<file path="config.mk">
export PLATFORM = sky130hd
export DESIGN_NAME = spi_slave_alu
export DESIGN_NICKNAME = d
export VERILOG_FILES = /design/src/rtl/spi_slave_alu.sv
export SDC_FILE = /design/constraint.sdc
export NUM_CORES = 1
export LEC_CHECK = 0
export ABC_AREA = 1
export BUFFER_PORTS_ARGS = -buffer_cell sky130_fd_sc_hd__buf_2
export CORE_UTILIZATION = 62
export DETAILED_ROUTE_END_ITERATION = 7
export HOLD_SLACK_MARGIN = 0.15
export PLACE_DENSITY = 0.8
export SLEW_MARGIN = 20
export SYNTH_ARGS = -nofsm -noshare
export SYNTH_HDL_FRONTEND = slang
export SYNTH_SLANG_ARGS = --single-unit
export TNS_END_PERCENT = 10
</file>
<file path="constraint.sdc">
create_clock -name clk_arduino -period 2.9 [get_ports clk_arduino]
set_input_delay 0 -clock clk_arduino [delete_from_list [all_inputs] [get_ports clk_arduino]]
set_output_delay 0 -clock clk_arduino [all_outputs]
set_load 0.02 [all_outputs]
</file>
<file path="src/rtl/spi_slave_alu.sv">
// spi_slave_alu: SPI slave that receives {A,B,OP}, runs an ALU op and shifts {RESULT,FLAGS} back on MISO
module spi_slave_alu #(
    parameter int WIDTH    = 4,
    parameter int OP_WIDTH = 4
) (
    input  logic             clk_arduino,
    input  logic             reset,
    input  logic             MOSI,
    input  logic             CS,
    output logic             MISO,
    output logic [WIDTH-1:0] leds,
    output logic             result_valid,
    output logic             frame_err
);
    localparam int F  = 2*WIDTH + OP_WIDTH;
    localparam int RW = $clog2(F);
    localparam int TW = $clog2(WIDTH + 4);
    localparam logic [OP_WIDTH-1:0] OP_ADD = OP_WIDTH'(0);
    localparam logic [OP_WIDTH-1:0] OP_SUB = OP_WIDTH'(1);
    localparam logic [OP_WIDTH-1:0] OP_AND = OP_WIDTH'(2);
    localparam logic [OP_WIDTH-1:0] OP_OR  = OP_WIDTH'(3);
    localparam logic [OP_WIDTH-1:0] OP_XOR = OP_WIDTH'(4);
    localparam logic [OP_WIDTH-1:0] OP_SHL = OP_WIDTH'(5);
    localparam logic [OP_WIDTH-1:0] OP_SHR = OP_WIDTH'(6);
    localparam logic [OP_WIDTH-1:0] OP_MUL = OP_WIDTH'(7);

    typedef enum logic [2:0] {HANDSHAKE, READY, RX, EXEC, TX} state_t;

    state_t                state, state_next;
    logic                  hs_ok;
    logic [F-1:0]          frame;
    logic [RW-1:0]         rx_cnt;
    logic [WIDTH+3:0]      tx_shift;
    logic [TW-1:0]         tx_cnt;
    logic [WIDTH-1:0]      a, b, res;
    logic [OP_WIDTH-1:0]   op;
    logic [WIDTH:0]        sum, diff;
    logic                  z, c, v, e;
    logic                  start, abort, shift_big;

    assign a  = frame[F-1 -: WIDTH];
    assign b  = frame[F-1-WIDTH -: WIDTH];
    assign op = frame[OP_WIDTH-1:0];

    // ALU on the staged frame; only consumed on the EXEC edge
    always_comb begin
        sum       = {1'b0, a} + {1'b0, b};
        diff      = {1'b0, a} - {1'b0, b};
        shift_big = int'(b) >= WIDTH;
        e         = op > OP_MUL;
        res = op == OP_ADD ? sum[WIDTH-1:0] :
              op == OP_SUB ? diff[WIDTH-1:0] :
              op == OP_AND ? (a & b) :
              op == OP_OR  ? (a | b) :
              op == OP_XOR ? (a ^ b) :
              op == OP_SHL ? (shift_big ? '0 : a << b) :
              op == OP_SHR ? (shift_big ? '0 : a >> b) :
              op == OP_MUL ? a * b : '0;
        z = res == '0;
        c = op == OP_ADD ? sum[WIDTH] : op == OP_SUB ? diff[WIDTH] : 1'b0;
        v = op == OP_ADD ? (a[WIDTH-1] == b[WIDTH-1]) && (res[WIDTH-1] != a[WIDTH-1]) :
            op == OP_SUB ? (a[WIDTH-1] != b[WIDTH-1]) && (res[WIDTH-1] != a[WIDTH-1]) : 1'b0;
    end

    // state register
    always_ff @(posedge clk_arduino or negedge reset) begin
        if (!reset) state <= HANDSHAKE;
        else        state <= state_next;
    end

    // next-state logic; CS high only aborts once a frame has started
    always_comb begin
        state_next = state;
        start      = !CS && hs_ok && state == READY;
        abort      = CS && (state == RX || state == EXEC || state == TX);
        case (state)
            HANDSHAKE: state_next = (!CS && MOSI) ? READY : HANDSHAKE;
            READY:     state_next = start ? RX : READY;
            RX:        state_next = abort ? READY : (rx_cnt == '0 ? EXEC : RX);
            EXEC:      state_next = abort ? READY : TX;
            TX:        state_next = (abort || tx_cnt == '0) ? READY : TX;
            default:   state_next = HANDSHAKE;
        endcase
    end

    // datapath: frame capture, result load, serial response and status pulses
    always_ff @(posedge clk_arduino or negedge reset) begin
        if (!reset) begin
            hs_ok        <= 1'b0;
            frame        <= '0;
            rx_cnt       <= '0;
            tx_shift     <= '0;
            tx_cnt       <= '0;
            MISO         <= 1'b0;
            leds         <= '0;
            result_valid <= 1'b0;
            frame_err    <= 1'b0;
        end else begin
            result_valid <= 1'b0;
            frame_err    <= 1'b0;
            if (abort) begin
                MISO      <= 1'b1;
                frame_err <= 1'b1;
            end else begin
                case (state)
                    HANDSHAKE: if (!CS && MOSI) begin
                        hs_ok <= 1'b1;
                        MISO  <= 1'b1;
                    end
                    READY: if (start) begin
                        frame  <= {{(F-1){1'b0}}, MOSI};
                        rx_cnt <= RW'(F - 2);
                        MISO   <= 1'b0;
                    end
                    RX: begin
                        frame  <= {frame[F-2:0], MOSI};
                        rx_cnt <= rx_cnt - RW'(1);
                    end
                    EXEC: begin
                        tx_shift <= {res, z, c, v, e};
                        leds     <= res;
                        MISO     <= res[WIDTH-1];
                        tx_cnt   <= TW'(WIDTH + 3);
                    end
                    TX: if (tx_cnt != '0) begin
                        MISO     <= tx_shift[WIDTH+2];
                        tx_shift <= tx_shift << 1;
                        tx_cnt   <= tx_cnt - TW'(1);
                    end else begin
                        MISO         <= 1'b1;
                        result_valid <= 1'b1;
                    end
                    default: ;
                endcase
            end
        end
    end
endmodule

</file>
==> results.json, run 1 <==
{
  "finClkSkew_ps": 3.75,
  "dpl_worst_slack_ps": 302,
  "post_route_cells_drive_above_1_share_pct": 12.2,
  "die-width_um": 66.5,
  "io-pin-count": 11,
  "period_minus_slack_ps": 2630,
  "core.rowCount": 23,
  "slew-limit-headroom_pct": 45.6,
  "fp.dieArea_um2": 4430,
  "first_pass_iters": 5,
  "cts_max_path_buffers": 2,
  "timing_worst_setup_path_type": "reg -> reg",
  "synthesis.instances": 350,
  "antenna_diode_count": 0,
  "max-vdd-ir-drop_uv": 599,
  "start_kind": "register",
  "cts_tree": "done",
  "drv.max_cap_violation_count": 0,
  "route.detailed.drc": 0,
  "timing.fmax_mhz": 380,
  "placement.io_buffers": 10,
  "gp_congestion": 1.02,
  "core_ar_um2": 4000,
  "p_total_uw": 3320,
  "final-max-slew-violation-count": 0,
  "arrival_ps": 2840,
  "htreeDepth": 2,
  "post_synth_instance_area_um2": 2580,
  "dieHeight_um": 66.5,
  "initial_core_util_pct": 64.5,
  "status": "completed",
  "final_min_period_over_clock_period_pct": 90.7,
  "first_iter_violations": 189,
  "synth.net_count": 376,
  "timing.final.ws_setup_ps": 271,
  "cts.root.buffer_cell": "sky130_fd_sc_hd__clkbuf_8",
  "grt_max_degree": 38,
  "grt_overflow": 0,
  "total_clock_buffers_created_by_cts": 5,
  "clk_latency_ps": 290,
  "final.setup.tns_ps": 0,
  "dp_hpwl_mm": 4.47,
  "report.final.hold_viol_count": 0,
  "area_growth_syn_to_layout_pct": 10.1,
  "antenna_found_initial": 0,
  "wire_per_inst_um": 14.5,
  "worst_slew_pin_slew_ps": 816,
  "powerDensity_nw_per_um2": 1170,
  "cp_max_fo": 7,
  "post-synth-top-area-fraction_pct": 35.9,
  "route.detailed.vias_per_inst": 5.67,
  "route.antenna.remaining_nets": 0,
  "avgSynthCellArea_um2": 7.37,
  "vias": 2382,
  "worst_ep_required_time_ps": 3110,
  "synthTopCellsByArea": "sky130_fd_sc_hd__dfrtp_1 (36%), sky130_fd_sc_hd__nand2_1 (11%), sky130_fd_sc_hd__ha_1 (9.7%)",
  "post_synth_num_cell_types": 38,
  "setup_viol_count_final": 0,
  "num-nets-final": 395,
  "synth.ff_latch_count": 37,
  "routed_wl_mm": 6.07,
  "clock-sinks": 37,
  "synth_top_cell_by_area": "sky130_fd_sc_hd__dfrtp_1",
  "grt_pass1_vias": 2144,
  "synth_seq_area_share_pct": 35.9,
  "post_cts_buffers": 0,
  "grt_usage_pct": 29.9,
  "unrepaired_setup_endpoints_after_global_routing": "false",
  "clk_pin_slew_ps": 80,
  "synth_warnings": 0,
  "cp-end-kind": "register",
  "leakage_uw": 0.00147,
  "first_pass_grt_wire_length_mm": 9.87,
  "min_path_type": "in -> async"
}
==> cell usage in the layout, fill, tap and decap left out, types with 2 or more instances in the layout <==
cell	count
sky130_fd_sc_hd__o211ai_1	2
sky130_fd_sc_hd__or2_1	2
sky130_fd_sc_hd__nor2_1	29
sky130_fd_sc_hd__nand4_1	3
sky130_fd_sc_hd__nand3_1	35
sky130_fd_sc_hd__a21oi_1	16
sky130_fd_sc_hd__ha_1	20
sky130_fd_sc_hd__buf_2	10
sky130_fd_sc_hd__o2111ai_1	2
sky130_fd_sc_hd__a31oi_1	3
sky130_fd_sc_hd__dfrtp_1	37
sky130_fd_sc_hd__or2_2	2
sky130_fd_sc_hd__o22ai_1	11
sky130_fd_sc_hd__dlygate4sd3_1	3
sky130_fd_sc_hd__and2_1	2
sky130_fd_sc_hd__nand2_2	4
sky130_fd_sc_hd__inv_1	51
sky130_fd_sc_hd__o21ai_0	23
sky130_fd_sc_hd__nand2_1	73
sky130_fd_sc_hd__clkbuf_8	6
sky130_fd_sc_hd__nor2_2	3
sky130_fd_sc_hd__nand3_2	2
sky130_fd_sc_hd__nor3_1	3
sky130_fd_sc_hd__inv_2	7
sky130_fd_sc_hd__fa_1	2
sky130_fd_sc_hd__nand3b_1	2
sky130_fd_sc_hd__buf_4	4
==> repair_timing <==
action	in CTS	in global routing
hold buffers	3	0
resized for setup	0	0
endpoints found under the hold margin	44	0
==> critical path: stages, from the launching register on <==
cell,delay (ps)
sky130_fd_sc_hd__dfrtp_1,450
sky130_fd_sc_hd__ha_1,260
sky130_fd_sc_hd__ha_1,310
sky130_fd_sc_hd__ha_1,300
sky130_fd_sc_hd__ha_1,210
sky130_fd_sc_hd__inv_1,50
sky130_fd_sc_hd__nand3_1,70
sky130_fd_sc_hd__nand2_1,90
sky130_fd_sc_hd__inv_1,40
sky130_fd_sc_hd__nand2_1,50
sky130_fd_sc_hd__nand2_1,50
sky130_fd_sc_hd__nand2_1,50
sky130_fd_sc_hd__nand3_1,80
sky130_fd_sc_hd__nand2_1,90
sky130_fd_sc_hd__nand4_2,90
sky130_fd_sc_hd__nand3_1,110
sky130_fd_sc_hd__nand3_1,90
sky130_fd_sc_hd__a21oi_1,170
==> through the flow <==
step | utilization (%) | cells | hold slack, ps | instance area, um2
floorplan | - | 350 | -296 | 2580
global placement | 67.3 | 409 | 144 | 2690
detailed placement | 67.3 | 409 | 142 | 2690
CTS | 71.0 | 420 | 372 | 2840
global route | 71.0 | 420 | 425 | 2840
finish | 71.0 | 420 | 331 | 2840
==> sequential cells by signal, indices dropped and copies added (netlist names) <==
signal	count
tx_cnt	3
frame_err	1
hs_ok	1
leds	4
result_valid	1
frame	12
rx_cnt	4
state	3
tx_shift	7
MISO	1
==> cells by family after synthesis <==
kind of cell / count (synthesis) / synth area share, %
DFF: 37 / 35.9
adders and majority gates: 22 / 11.2
and+or+nand+nor: 164 / 29.0
xor gates and xnor gates: 1 / 0.339
AOI/OAI and AO/OA: 62 / 13.7
buffers and inverters: 64 / 9.84
==> final timing paths <==
kind	slack (ps)	endpoint	from	cells past startpoint
max	270	tx_shift[1]	frame[9]	17
min	330	leds[3]	reset	2
max reg2reg	270	tx_shift[1]	frame[9]	17
min reg2reg	470	hs_ok	hs_ok	2
max in group asynchronous	2050	frame[5]	reset	2
min in group clk_arduino	470	hs_ok	hs_ok	2
==> report_power, final <==
group / switching, uW / total [uW] / internal (uW)
sequential: 216 / 947 / 731
combinational: 1240 / 1900 / 661
clock: 192 / 472 / 280
total: 1650 / 3320 / 1670
==> synthesized netlist by cell type (all sizes together) <==
cell,number
o2111ai,2
nand3b,2
buf,4
o21a,1
a31oi,3
clkinv,1
ha,20
nand3,37
o22ai,11
or2,5
xor2,1
fa,2
o21ai,25
clkbuf,1
nor3,4
nor2,33
inv,58
nand4,4
nand2,77
and2,2
a2111oi,1
o211ai,2
a21oi,17
dfrtp,37
==> routing by layer <==
layer	GRT usage (%)	wire length, um	up-vias
met5	0	0	-
li1	-	-	1180
met3	8.05	495	12
met1	41.1	2740	1080
met2	45.5	2760	110
met4	9.31	76	0
==> area by class of cell <==
| type | instances | area (um2) |
|---|---|---|
| Clock buffer | 6 | 82.6 |
| Clock inverter | 2 | 37.5 |
| Fill cell | 328 | 1160 |
| Inverter | 59 | 221 |
| Multi-Input combinational cell | 249 | 1400 |
| Sequential cell | 37 | 926 |
| Tap cell | 50 | 62.6 |
| Timing Repair Buffer | 17 | 110 |
Note: power is estimated with default switching activity, not from simulation.
==> run 2: changes to the inputs <==
--- a/config.mk
+++ b/config.mk
@@ -7,10 +7,11 @@
 export LEC_CHECK = 0
 export ABC_AREA = 1
 export BUFFER_PORTS_ARGS = -buffer_cell sky130_fd_sc_hd__buf_2
-export CORE_UTILIZATION = 62
+export CORE_UTILIZATION = 64
+export CTS_BUF_LIST = sky130_fd_sc_hd__clkbuf_8
 export DETAILED_ROUTE_END_ITERATION = 7
 export HOLD_SLACK_MARGIN = 0.15
-export PLACE_DENSITY = 0.8
+export PLACE_DENSITY = 0.82
 export SLEW_MARGIN = 20
 export SYNTH_ARGS = -nofsm -noshare
 export SYNTH_HDL_FRONTEND = slang
==> run 2 against run 1 <==
Clock power decreased by 3%. Sequential share of layout area increased by 0.086 points. Wire length increased by 1.3%. Non-clock buffer count unchanged. Die area decreased by 3.0%. Count of clock-buffer cells in the layout decreased by 1. Via count decreased by 0.67%. Hold slack got worse by 0.89 ps. Sequential cell count unchanged. Largest power group unchanged. Highest routed layer unchanged.
==> results.json, run 2 (synthesis gave the netlist of run 1 again) <==
{
  "crit_path_top_delay_cell": "sky130_fd_sc_hd__dfrtp_1",
  "grt_pass1_vias": 2263,
  "cts_repair_resize_count": 0,
  "arrival_ps": 2870,
  "worst_ep_required_time_ps": 3130,
  "slew-limit-headroom_pct": 45.0,
  "dieHeight_um": 65.5,
  "cts.hold.buffers_added": 3,
  "clock_power_share_pct": 13.8,
  "final_common_cell": "sky130_fd_sc_hd__nand2_1",
  "final.setup.tns_ps": 0,
  "min_path_type": "in -> async",
  "core_ar_um2": 3770,
  "grt_max_degree": 38,
  "fp.dieArea_um2": 4290,
  "grt_overflow": 0,
  "powerDensity_nw_per_um2": 1170,
  "cts.root.buffer_cell": "sky130_fd_sc_hd__clkbuf_8",
  "start_kind": "register",
  "clock-sinks": 37,
  "final_core_util_pct": 75.1,
  "hold_slack_ps": 330,
  "power.switching_uw": 1660,
  "path_cells": "ha_1 -> ha_1 -> ha_1 -> ha_1 -> inv_1 -> nand3_1 -> nand2_1 -> nand3_1 -> nand2_1 -> nand2_1 -> nand3_1 -> nand2_1 -> nand4_2 -> nand2_2 -> or2_1 -> a21oi_1",
  "dp_hpwl_mm": 4.67,
  "first_pass_iters": 4,
  "cts_max_path_buffers": 2,
  "die-width_um": 65.5,
  "htreeDepth": 2,
  "antenna_found_initial": 0,
  "period_minus_slack_ps": 2650,
  "core.rowCount": 22,
  "layout.cells.most_common_list": "sky130_fd_sc_hd__nand2_1 (73), sky130_fd_sc_hd__inv_1 (51), sky130_fd_sc_hd__dfrtp_1 (37), sky130_fd_sc_hd__nand3_1 (35), sky130_fd_sc_hd__nor2_1 (29)",
  "crit_path_max_incr_delay_ps": 470,
  "cp-end-kind": "register",
  "route.detailed.vias_per_inst": 5.66,
  "timing_worst_setup_path_type": "reg -> reg",
  "initial_core_util_pct": 68.4,
  "grt_usage_pct": 32.6,
  "drv.max_cap_violation_count": 0,
  "placement.io_buffers": 10,
  "timing.fmax_mhz": 378,
  "routed_wl_mm": 6.15,
  "cp_max_fo": 7,
  "route.antenna.remaining_nets": 0,
  "clk_latency_ps": 300,
  "leakage_uw": 0.00146,
  "total_clock_buffers_created_by_cts": 5,
  "power_frac_seq_pct": 28.8,
  "final_min_period_over_clock_period_pct": 91.2,
  "worst_slew_pin_slew_ps": 826,
  "antenna_diode_count": 0,
  "route.detailed.drc": 0,
  "area_growth_syn_to_layout_pct": 9.79,
  "io-pin-count": 11,
  "gp_congestion": 0.955,
  "cts_tree": "done",
  "unrepaired_setup_endpoints_after_global_routing": "false",
  "placed_area_um2": 2690,
  "layout.cell_area.non_filler_um2": 2830,
  "largest_register_ff_count": 12,
  "comb_power_share_pct": 57.4,
  "post_route_cells_drive_above_1_share_pct": 12.2,
  "num-nets-final": 395,
  "report.final.hold_viol_count": 0,
  "wire_per_inst_um": 14.7,
  "first_iter_violations": 206,
  "post_cts_buffers": 0,
  "first_pass_grt_wire_length_mm": 10.5,
  "clk_pin_slew_ps": 80,
  "status": "completed",
  "max-vdd-ir-drop_uv": 784,
  "finClkSkew_ps": 15.0,
  "p_total_uw": 3300,
  "vias": 2366,
  "largest_register": "frame",
  "largest_registers": "frame x12, tx_shift x7",
  "setup_viol_count_final": 0,
  "internal_power_summed_over_all_cells_uw": 1650,
  "switching_share_pct": 50.1,
  "final-max-slew-violation-count": 0
}
==> run 2: power groups by stage <==
stage	combinational, uW	clock, uW	sequential [uW]
5_1_grt	2170	484	972
4_1_cts	1870	460	942
3_5_place_dp	1860	0	949
6_report	1900	456	953
3_3_place_gp	1810	0	937
2_1_floorplan	1390	0	950
==> run 2: layout make-up <==
type / count / area (um2)
multi-input cells: 249 / 1400
clock inverters: 3 / 46.3
fillers: 280 / 937
repair buffers: 17 / 110
flip-flops and latches: 37 / 926
clock buffers: 5 / 68.8
inverters: 59 / 221
well taps: 48 / 60.1
==> run 2: final timing paths <==
path	from	endpoint	slack, ps	cells after the start
max in group asynchronous	reset	frame[2]	2040	2
min in group clk_arduino	hs_ok	hs_ok	470	2
worst min-delay path	reset	leds[0]	330	2
worst max-delay path	frame[9]	MISO	250	16
worst min register to register	hs_ok	hs_ok	470	2
worst max register to register	frame[9]	MISO	250	16
==> run 2: through the flow <==
stage               worst slack [ps]  instances
floorplan                        457        350
CTS                              252        418
global route                    71.5        418
global placement                 388        407
detailed placement               264        407
finish                           255        418
==> run 2: worst max-delay path, delay by kind of cell (launching register included) <==
kind            cells  cell delay, ps
compound gates      1             120
fa+ha+maj           4            1090
buf+inv             1              60
flops               1             470
simple gates       10             840
==> run 2: routing by layer <==
layer | up-vias | track usage, % | share of wire [%]
met3 | 6 | 6.08 | 6.0
met4 | 0 | 6.52 | 0.75
met2 | 76 | 50.3 | 46
met1 | 1102 | 47.6 | 47
met5 | - | 0 | 0
li1 | 1182 | - | -
